$ cat src/rtl/hilo_mul_if.sv
// hilo_mul_if: EX-stage multiply request/response bundle between the pipeline
// and the HI/LO multiply unit. The master issues multu/maddu requests and
// observes busy/done/HI/LO. The slave is the multiply unit itself.
interface hilo_mul_if #(
    parameter int WIDTH = 32
);
    logic             start;
    logic             sel2;
    logic             flush;
    logic [WIDTH-1:0] src_a;
    logic [WIDTH-1:0] src_b;
    logic             busy;
    logic             done;
    logic [WIDTH-1:0] hi;
    logic [WIDTH-1:0] lo;

    modport master (
        output start, sel2, flush, src_a, src_b,
        input  busy, done, hi, lo
    );

    modport slave (
        input  start, sel2, flush, src_a, src_b,
        output busy, done, hi, lo
    );
endinterface

$ cat src/rtl/hilo_mul_unit.sv
// hilo_mul_unit: shift-and-add unsigned multiplier plus the HI/LO register pair.
// multu overwrites {hi,lo}; maddu adds the product into {hi,lo} modulo 2^(2*WIDTH).
// Optional macro HILO_MUL_EARLY_EXIT_EN: leave RUN as soon as the remaining
// multiplier bits are all zero, which shortens latency for small operands.
module hilo_mul_unit #(
    parameter int WIDTH = 32
) (
    input logic       clk,
    input logic       rst,
    hilo_mul_if.slave bus
);
    localparam int PW = 2 * WIDTH;
    localparam int CW = $clog2(WIDTH) + 1;

    typedef enum logic [1:0] {
        IDLE = 2'd0,
        RUN  = 2'd1,
        ACC  = 2'd2
    } state_t;

    state_t           state_q,  state_d;
    logic [PW-1:0]    mcand_q,  mcand_d;
    logic [PW-1:0]    prod_q,   prod_d;
    logic [WIDTH-1:0] mplier_q, mplier_d;
    logic [WIDTH-1:0] hi_q,     hi_d;
    logic [WIDTH-1:0] lo_q,     lo_d;
    logic [CW-1:0]    cnt_q,    cnt_d;
    logic             mode_q,   mode_d;
    logic             busy_q,   busy_d;
    logic             done_q,   done_d;
    logic             last_iter;

    // Accumulate with wraparound: carry out of the top HI bit is dropped.
    function automatic logic [PW-1:0] wrap_add(input logic [PW-1:0] x,
                                               input logic [PW-1:0] y);
        return x + y;
    endfunction

    // Decide whether the current RUN iteration is the final one.
    always_comb begin
`ifdef HILO_MUL_EARLY_EXIT_EN
        last_iter = (cnt_q == CW'(WIDTH - 1)) || ((mplier_q >> 1) == '0);
`else
        last_iter = (cnt_q == CW'(WIDTH - 1));
`endif
    end

    // Next-state and datapath logic for the IDLE/RUN/ACC sequencer.
    always_comb begin
        state_d  = state_q;
        mcand_d  = mcand_q;
        prod_d   = prod_q;
        mplier_d = mplier_q;
        hi_d     = hi_q;
        lo_d     = lo_q;
        cnt_d    = cnt_q;
        mode_d   = mode_q;
        done_d   = 1'b0;
        case (state_q)
            IDLE: begin
                // flush squashes a simultaneous start
                if (bus.start && !bus.flush) begin
                    mcand_d  = {{WIDTH{1'b0}}, bus.src_a};
                    mplier_d = bus.src_b;
                    mode_d   = bus.sel2;
                    prod_d   = '0;
                    cnt_d    = '0;
                    state_d  = RUN;
                end
            end
            RUN: begin
                if (bus.flush) begin
                    state_d = IDLE;
                end else begin
                    if (mplier_q[0]) begin
                        prod_d = prod_q + mcand_q;
                    end
                    mcand_d  = mcand_q << 1;
                    mplier_d = mplier_q >> 1;
                    cnt_d    = cnt_q + 1'b1;
                    if (last_iter) begin
                        state_d = ACC;
                    end
                end
            end
            ACC: begin
                if (bus.flush) begin
                    state_d = IDLE;
                end else begin
                    if (mode_q) begin
                        {hi_d, lo_d} = wrap_add({hi_q, lo_q}, prod_q);
                    end else begin
                        {hi_d, lo_d} = prod_q;
                    end
                    done_d  = 1'b1;
                    state_d = IDLE;
                end
            end
            default: begin
                state_d = IDLE;
            end
        endcase
        busy_d = (state_d != IDLE);
    end

    // Register all state; reset clears everything, including HI/LO.
    always_ff @(posedge clk) begin
        if (!rst) begin
            state_q  <= IDLE;
            mcand_q  <= '0;
            prod_q   <= '0;
            mplier_q <= '0;
            hi_q     <= '0;
            lo_q     <= '0;
            cnt_q    <= '0;
            mode_q   <= 1'b0;
            busy_q   <= 1'b0;
            done_q   <= 1'b0;
        end else begin
            state_q  <= state_d;
            mcand_q  <= mcand_d;
            prod_q   <= prod_d;
            mplier_q <= mplier_d;
            hi_q     <= hi_d;
            lo_q     <= lo_d;
            cnt_q    <= cnt_d;
            mode_q   <= mode_d;
            busy_q   <= busy_d;
            done_q   <= done_d;
        end
    end

    assign bus.busy = busy_q;
    assign bus.done = done_q;
    assign bus.hi   = hi_q;
    assign bus.lo   = lo_q;
endmodule

$ cat src/flat_wrapper.sv
// flat-port wrapper written by rule: the top's interface ports become plain ports
module hilo_mul_unit_flat 
#(
    parameter int WIDTH = 32
)
  (clk, rst, bus_start, bus_sel2, bus_flush, bus_src_a, bus_src_b, bus_busy, bus_done, bus_hi, bus_lo);
  hilo_mul_if #(.WIDTH(WIDTH)) bus_i ();
  input logic clk;
  input logic rst;
  input wire logic [$bits(bus_i.start)-1:0] bus_start;
  input wire logic [$bits(bus_i.sel2)-1:0] bus_sel2;
  input wire logic [$bits(bus_i.flush)-1:0] bus_flush;
  input wire logic [$bits(bus_i.src_a)-1:0] bus_src_a;
  input wire logic [$bits(bus_i.src_b)-1:0] bus_src_b;
  output wire logic [$bits(bus_i.busy)-1:0] bus_busy;
  output wire logic [$bits(bus_i.done)-1:0] bus_done;
  output wire logic [$bits(bus_i.hi)-1:0] bus_hi;
  output wire logic [$bits(bus_i.lo)-1:0] bus_lo;
  assign bus_i.start = bus_start;
  assign bus_i.sel2 = bus_sel2;
  assign bus_i.flush = bus_flush;
  assign bus_i.src_a = bus_src_a;
  assign bus_i.src_b = bus_src_b;
  assign bus_busy = bus_i.busy;
  assign bus_done = bus_i.done;
  assign bus_hi = bus_i.hi;
  assign bus_lo = bus_i.lo;
  hilo_mul_unit #(.WIDTH(WIDTH)) u_core (.clk(clk), .rst(rst), .bus(bus_i));
endmodule
$ cat config.mk
export PLATFORM = sky130hd
export DESIGN_NAME = hilo_mul_unit_flat
export DESIGN_NICKNAME = d
export VERILOG_FILES = /design/src/rtl/hilo_mul_if.sv /design/src/rtl/hilo_mul_unit.sv /design/src/flat_wrapper.sv
export SDC_FILE = /design/constraint.sdc
export NUM_CORES = 1
export LEC_CHECK = 0
export ABC_AREA = 1
export CORE_ASPECT_RATIO = 1.75
export CORE_MARGIN = 1.5
export CORE_UTILIZATION = 35
export CTS_CLUSTER_SIZE = 20
export DETAILED_ROUTE_END_ITERATION = 8
export DONT_BUFFER_PORTS = 1
export MAX_ROUTING_LAYER = met4
export REMOVE_ABC_BUFFERS = 1
export SYNTH_ARGS = -nofsm -noshare
export SYNTH_HDL_FRONTEND = slang
export SYNTH_SLANG_ARGS = --single-unit
$ cat constraint.sdc
create_clock -name clk -period 3.3 [get_ports clk]
set_input_delay 0.66 -clock clk [delete_from_list [all_inputs] [get_ports clk]]
set_output_delay 0.66 -clock clk [all_outputs]
set_load 0.01 [all_outputs]
======== Word level (Yosys, flattened, before mapping) ========
Cells that the tools add are included.
cells by class
  add/sub/neg operators ................... 3
  $mul .................................... 0
  divide/modulo/power cells ............... 0
  magnitude comparators ................... 0
  equality and inequality tests ........... 6
  shift-type cells ........................ 0
  multiplexer cells ....................... 20
  bitwise operators ....................... 1
  reduce and logical (&&, ||, !) cells .... 10
operator list
  cell                                                                    count
  64-bit 2-to-1 mux                                                       5
  64-bit one-hot mux with 2 select lines                                  2
  64-bit adder                                                            2
  32-bit 2-to-1 mux                                                       4
  32-bit one-hot mux with 2 select lines                                  1
  6-bit 2-to-1 mux                                                        2
  6-bit one-hot mux with 2 select lines                                   1
  6-bit by 1-bit adder with 6-bit output (second input constant)          1
  6-bit by 5-bit equality test with 1-bit output (second input constant)  1
  2-bit 2-to-1 mux                                                        3
  2-bit AND reduction                                                     3
  2-bit by 1-bit != test with 1-bit output (second input constant)        2
  2-bit one-hot mux with 2 select lines                                   1
  4-bit AND reduction                                                     1
  2-bit nonzero test                                                      2
  3-bit AND reduction                                                     1
  2-bit by 1-bit equality test with 1-bit output (second input constant)  1
  2-bit equality test (second input constant)                             1
  2-bit logical NOT                                                       1
  2-bit != test (second input constant)                                   1
  1-bit logical AND                                                       1
  1-bit logical NOT                                                       1
  1-bit 2-to-1 mux                                                        1
  1-bit NOT                                                               1
word-level totals
  bits in registers ....................... 235
  bits in latches ......................... 0
  bits in writable memories ............... 0
  bits in read-only memories .............. 0
  bits of input ports ..................... 69
  output and inout port bits .............. 66
  word-level logic and storage cells ...... 50
  memories kept ........................... 0

======== Logic depth before layout (Yosys ltp) ========
  depth after elaboration ................. 5
  mapped depth ............................ 17
  mapped depth without buffers ............ 17

======== Worst setup path before layout ========
Ideal clock, no wire load.
  path kind ............................... register -> register
  from .................................... register u_core.lo_q[0] (netlist: u_core.bus.lo[0])
  to ...................................... register u_core.hi_q[8] (netlist: u_core.bus.hi[8])
  setup time .............................. 130 ps
  data arrival time ....................... 1,931 ps
  slack ................................... 1,239 ps
  cell stages (with the launch flop) ...... 15
  period minus slack after synthesis ...... 2,061 ps
  cells stage by stage .................... dfxtp_1 > ha_1 > fa_1 > nand3_1 > nand3_1 > nand2_1 > nand2_1 > nand2_1 > nand3_2 > nand2_1 > nand2_1 > nand2_1 > nand2_1 > o21ai_1 > a21oi_1
between the ends
  cells in the longest elaborated chain, start to end .. 2
ends and longest elaborated chain
  what                    line                  text
  start, declared         hilo_mul_unit.sv:26   logic [WIDTH-1:0] lo_q, lo_d;
  start signal, assigned  hilo_mul_unit.sv:125  lo_q <= lo_d;
  64-bit adder            hilo_mul_unit.sv:36   return x + y;
  32-bit 2-to-1 mux       hilo_mul_unit.sv:90   if (mode_q) begin
  end signal, assigned    hilo_mul_unit.sv:124  hi_q <= hi_d;
  end, declared           hilo_mul_unit.sv:25   logic [WIDTH-1:0] hi_q, hi_d;
Every way passes these cells.
A chain may end at the register's enable or synchronous reset.

======== Worst setup path in the final report ========
  from .................................... register u_core.prod_q[0]
  to ...................................... register u_core.prod_q[62]
between the ends
  cells in the longest elaborated chain, start to end .. 4
ends and longest elaborated chain
  what                                    line                  text
  start, declared                         hilo_mul_unit.sv:23   logic [PW-1:0] prod_q, prod_d;
  start signal, assigned                  hilo_mul_unit.sv:122  prod_q <= prod_d;
  64-bit adder                            hilo_mul_unit.sv:76   prod_d = prod_q + mcand_q;
  64-bit 2-to-1 mux                       hilo_mul_unit.sv:75   if (mplier_q[0]) begin
  64-bit 2-to-1 mux                       hilo_mul_unit.sv:72   if (bus.flush) begin
  64-bit one-hot mux with 2 select lines  hilo_mul_unit.sv:59   case (state_q)
Every way passes these cells. The select of a mux whose other input is x is not followed.

==> load_flow_metrics.sql <==
INSERT INTO impl_metrics (metric_group, metric, value, unit) VALUES
('power', 'relative_contribution_of_sequential_cells_to_total_power', '0.450', ''),
('floorplanning', 'initial_utilization', '0.352', ''),
('cts', 'ctsLongestPathBuffers', '3', ''),
('logic_synthesis', 'post_synth_inst_count', '3585', ''),
('run_status', 'status', 'complete, no violations', ''),
('grt', 'grt_max_degree', '108', ''),
('setup_path', 'reg2reg_slack', '0.64', 'ns'),
('logic_synthesis', 'syn-mean-instance-area', '5.61', 'sq um'),
('finish', 'sequential_cell_area', '4710', 'sq um'),
('grt', 'grt_antenna_before_repair', '0', ''),
('drt', 'vias_per_cell', '5.00', ''),
('setup_path', 'cp.arrival', '3.11', 'ns'),
('finish', 'n_diodes', '0', ''),
('floorplanning', 'chipWidth', '184', 'um'),
('timing', 'tightest_slew', '0.974', 'ns'),
('placed_design', 'numPlacedInstances', '4271', ''),
('timing', 'setup_viol', '0', ''),
('setup_path', 'crit_reg_reg_startpoint', 'u_core.prod_q[0]$_SDFFE_PN0P_', ''),
('power', 'irDropWorstVdd', '0.346', 'mV'),
('logic_synthesis', 'synth_top_cell_by_area', 'sky130_fd_sc_hd__nand2_1', ''),
('floorplanning', 'die_area', '58900', 'sq um'),
('placed_design', 'routabilityCongestion', '1.03', ''),
('setup_path', 'cp.required', '3.75', 'ns'),
('drt', 'avgRoutedWirePerCell', '17.8', 'um'),
('timing', 'worst_hold_slack', '0.215', 'ns'),
('hold_path', 'min-delay-start', 'bus_src_b[31]', ''),
('floorplanning', 'io_pins', '135', ''),
('setup_path', 'timing.critical_path.fanout_max', '5', ''),
('timing', 'setup-tns-final', '0', 'ns'),
('power', 'switchingPower', '1.91', 'mW'),
('grt', 'global_route_wire_length_before_repair', '119000', 'um'),
('finish', 'nNetsFinal', '3730', ''),
('logic_synthesis', 'synth.cell_area', '20100', 'sq um'),
('setup_path', 'worstSetupStartpointType', 'flip-flop', ''),
('timing', 'setup_repair_after_global_routing_missed_its_margin', 'false', ''),
('cts', 'clk_root_buffer_cell', 'sky130_fd_sc_hd__clkbuf_16', ''),
('power', 'comb_power_share', '0.091', ''),
('logic_synthesis', 'ys_ff_latch', '235', ''),
('floorplanning', 'core-area', '57000', 'sq um'),
('cts', 'cts_num_sinks', '235', ''),
('logic_synthesis', 'synth_ff_type', 'sky130_fd_sc_hd__dfxtp_1', ''),
('logic_synthesis', 'synth_top_area_share', '0.243', ''),
('timing', 'finalHoldViolCount', '0', ''),
('power', 'leakage_power_summed_over_all_cells', '10.9', 'nW'),
('placed_design', 'placedInstanceArea', '20800', 'sq um'),
('placed_design', 'place_hpwl', '62300', 'um'),
('floorplanning', 'die_h', '320', 'um'),
('finish', 'area_growth', '7.73', '%'),
('cts', 'cts_repair_resize_count', '0', ''),
('logic_synthesis', 'post_synth_most_frequent_cells', 'sky130_fd_sc_hd__nand2_1, sky130_fd_sc_hd__inv_1, sky130_fd_sc_hd__nor2_1', ''),
('cts', 'cts_tree', 'done', ''),
('drt', 'detailed_route_wl', '77000', 'um'),
('cts', 'holdBufCountCts', '0', ''),
('cts', 'clock_latency', '0.60', 'ns'),
('finish', 'finish.instance_area', '21600', 'sq um'),
('finish', 'n_fill_cell', '6468', ''),
('setup_path', 'endpoint_type_of_the_worst_setup_path', 'flip-flop', ''),
('setup_path', 'r2r.worst_path.cells', '17', ''),
('logic_synthesis', 'synth_area_leaders', 'sky130_fd_sc_hd__nand2_1, sky130_fd_sc_hd__dfxtp_1, sky130_fd_sc_hd__inv_1', ''),
('logic_synthesis', 'synthDistinctLibCells', '44', ''),
('drt', 'dr.first_iter.drc_count', '1154', ''),
('power', 'post-layout-total-power', '6.75', 'mW'),
('logic_synthesis', 'synth_warnings', '0', ''),
('power', 'portion_of_total_power_attributed_to_the_clock_network', '0.459', ''),
('cts', 'cts_setup_buffers', '0', ''),
('grt', 'groute.usage.overall', '0.271', ''),
('grt', 'grt-ovfl-total', '0', ''),
('placed_design', 'count_of_buffers_inserted_at_the_top_level_ports', '0', ''),
('timing', 'period_share', '0.806', ''),
('timing', 'slew_viol_final', '0', ''),
('setup_path', 'worstSetupPathType', 'flip-flop to flip-flop', '');
==> state kept, by name, indices dropped and copies added (netlist names) <==
signal	flops
u_core.bus.busy	1
u_core.bus.done	1
u_core.bus.hi	32
u_core.bus.lo	32
u_core.cnt_q	6
u_core.mcand_q	64
u_core.mode_q	1
u_core.mplier_q	32
u_core.prod_q	64
u_core.state_q	2
==> cells in the final DEF (no fill, tap or decap), types with 3 or more instances in the layout <==
cell | Yosys | layout
sky130_fd_sc_hd__xor2_1 | 27 | 27
sky130_fd_sc_hd__inv_2 | 8 | 6
sky130_fd_sc_hd__dfxtp_1 | 235 | 234
sky130_fd_sc_hd__clkbuf_1 | 66 | 6
sky130_fd_sc_hd__clkbuf_8 | 5 | 3
sky130_fd_sc_hd__xnor2_1 | 5 | 5
sky130_fd_sc_hd__buf_12 | 0 | 3
sky130_fd_sc_hd__nand3b_1 | 15 | 15
sky130_fd_sc_hd__o21ai_0 | 182 | 182
sky130_fd_sc_hd__a21oi_1 | 306 | 306
sky130_fd_sc_hd__nand2_1 | 1300 | 1300
sky130_fd_sc_hd__ha_1 | 127 | 127
sky130_fd_sc_hd__nand4_1 | 17 | 17
sky130_fd_sc_hd__buf_4 | 1 | 17
sky130_fd_sc_hd__inv_4 | 0 | 3
sky130_fd_sc_hd__nor3_1 | 20 | 20
sky130_fd_sc_hd__or2_2 | 17 | 17
sky130_fd_sc_hd__nor2_1 | 379 | 378
sky130_fd_sc_hd__nand3_1 | 166 | 166
sky130_fd_sc_hd__nand2_2 | 13 | 13
sky130_fd_sc_hd__clkinv_2 | 0 | 4
sky130_fd_sc_hd__nand3_2 | 4 | 4
sky130_fd_sc_hd__o21ai_1 | 4 | 4
sky130_fd_sc_hd__o211ai_1 | 4 | 4
sky130_fd_sc_hd__clkbuf_16 | 0 | 26
sky130_fd_sc_hd__o21bai_1 | 12 | 12
sky130_fd_sc_hd__inv_1 | 545 | 545
sky130_fd_sc_hd__nor2_2 | 11 | 11
sky130_fd_sc_hd__nor3_2 | 5 | 5
sky130_fd_sc_hd__a31oi_1 | 64 | 64
==> layout make-up <==
cell class	instances	share of cell area
multi-input cells	2694	0.593
flip-flops and latches	235	0.217
inverters	555	0.0966
well taps	767	0.0443
clock buffers	35	0.0330
repair buffers	20	0.00867
clock inverters	13	0.00740
==> per-layer routing <==
layer / part of all wire / up-vias / track usage
met3: 0.041 / 231 / 0.0266
met1: 0.38 / 9670 / 0.272
met2: 0.50 / 554 / 0.485
met5: 0 / - / -
met4: 0.085 / 0 / 0.197
li1: - / 11160 / -
==> power groups by stage <==
| stage | clock network, mW | registers (mW) | logic, mW |
|---|---|---|---|
| after floorplan | 0 | 3.07 | 0.424 |
| after global placement | 0 | 3.10 | 0.607 |
| after detailed placement | 0 | 3.10 | 0.611 |
| after CTS | 3.18 | 3.03 | 0.613 |
| after global routing | 3.28 | 3.05 | 0.691 |
| final | 3.10 | 3.04 | 0.612 |
==> per-stage QoR <==
step | worst slack (ns) | util
global route | 0.373 | 0.380
finish | 0.640 | 0.380
detailed placement | 0.679 | 0.364
floorplan | -0.736 | -
CTS | 0.644 | 0.380
global placement | 0.727 | 0.364
==> kinds of logic after synthesis <==
group,Yosys count,share of synthesized area
buf+inv,656,0.128
flops,235,0.234
fa+ha+maj,129,0.0811
xor+xnor,32,0.0139
compound gates,580,0.151
simple gates,1953,0.391
==> worst max path at each step <==
stage | slack, ns | depth (start not counted) | end | startpoint
6_report | 0.64 | 17 | u_core.prod_q[62]$_SDFFE_PN0P_ | u_core.prod_q[0]$_SDFFE_PN0P_
5_1_grt | 0.37 | 17 | u_core.prod_q[62]$_SDFFE_PN0P_ | u_core.prod_q[0]$_SDFFE_PN0P_
4_1_cts | 0.64 | 17 | u_core.prod_q[62]$_SDFFE_PN0P_ | u_core.prod_q[0]$_SDFFE_PN0P_
3_5_place_dp | 0.68 | 14 | u_core.bus.hi[8]$_SDFFE_PN0P_ | u_core.bus.lo[0]$_SDFFE_PN0P_
3_3_place_gp | 0.73 | 14 | u_core.bus.hi[8]$_SDFFE_PN0P_ | u_core.bus.lo[0]$_SDFFE_PN0P_
2_1_floorplan | -0.74 | 7 | u_core.mcand_q[10]$_SDFFE_PN0P_ | u_core.state_q[1]$_SDFF_PN0_
==> critical path: stages (launching register included) <==
cell	delay, ns
sky130_fd_sc_hd__dfxtp_1	0.41
sky130_fd_sc_hd__ha_1	0.19
sky130_fd_sc_hd__inv_1	0.06
sky130_fd_sc_hd__fa_1	0.35
sky130_fd_sc_hd__inv_1	0.11
sky130_fd_sc_hd__nand2_1	0.09
sky130_fd_sc_hd__o21ai_2	0.23
sky130_fd_sc_hd__nand2_1	0.08
sky130_fd_sc_hd__nand2_1	0.13
sky130_fd_sc_hd__nand2_1	0.07
sky130_fd_sc_hd__nand2_1	0.12
sky130_fd_sc_hd__nand2_1	0.10
sky130_fd_sc_hd__nand2_2	0.19
sky130_fd_sc_hd__nand2_1	0.14
sky130_fd_sc_hd__nand2_1	0.08
sky130_fd_sc_hd__nand2_1	0.05
sky130_fd_sc_hd__nand3_1	0.06
sky130_fd_sc_hd__a21oi_1	0.07
Note: power is estimated with default switching activity, not from simulation.
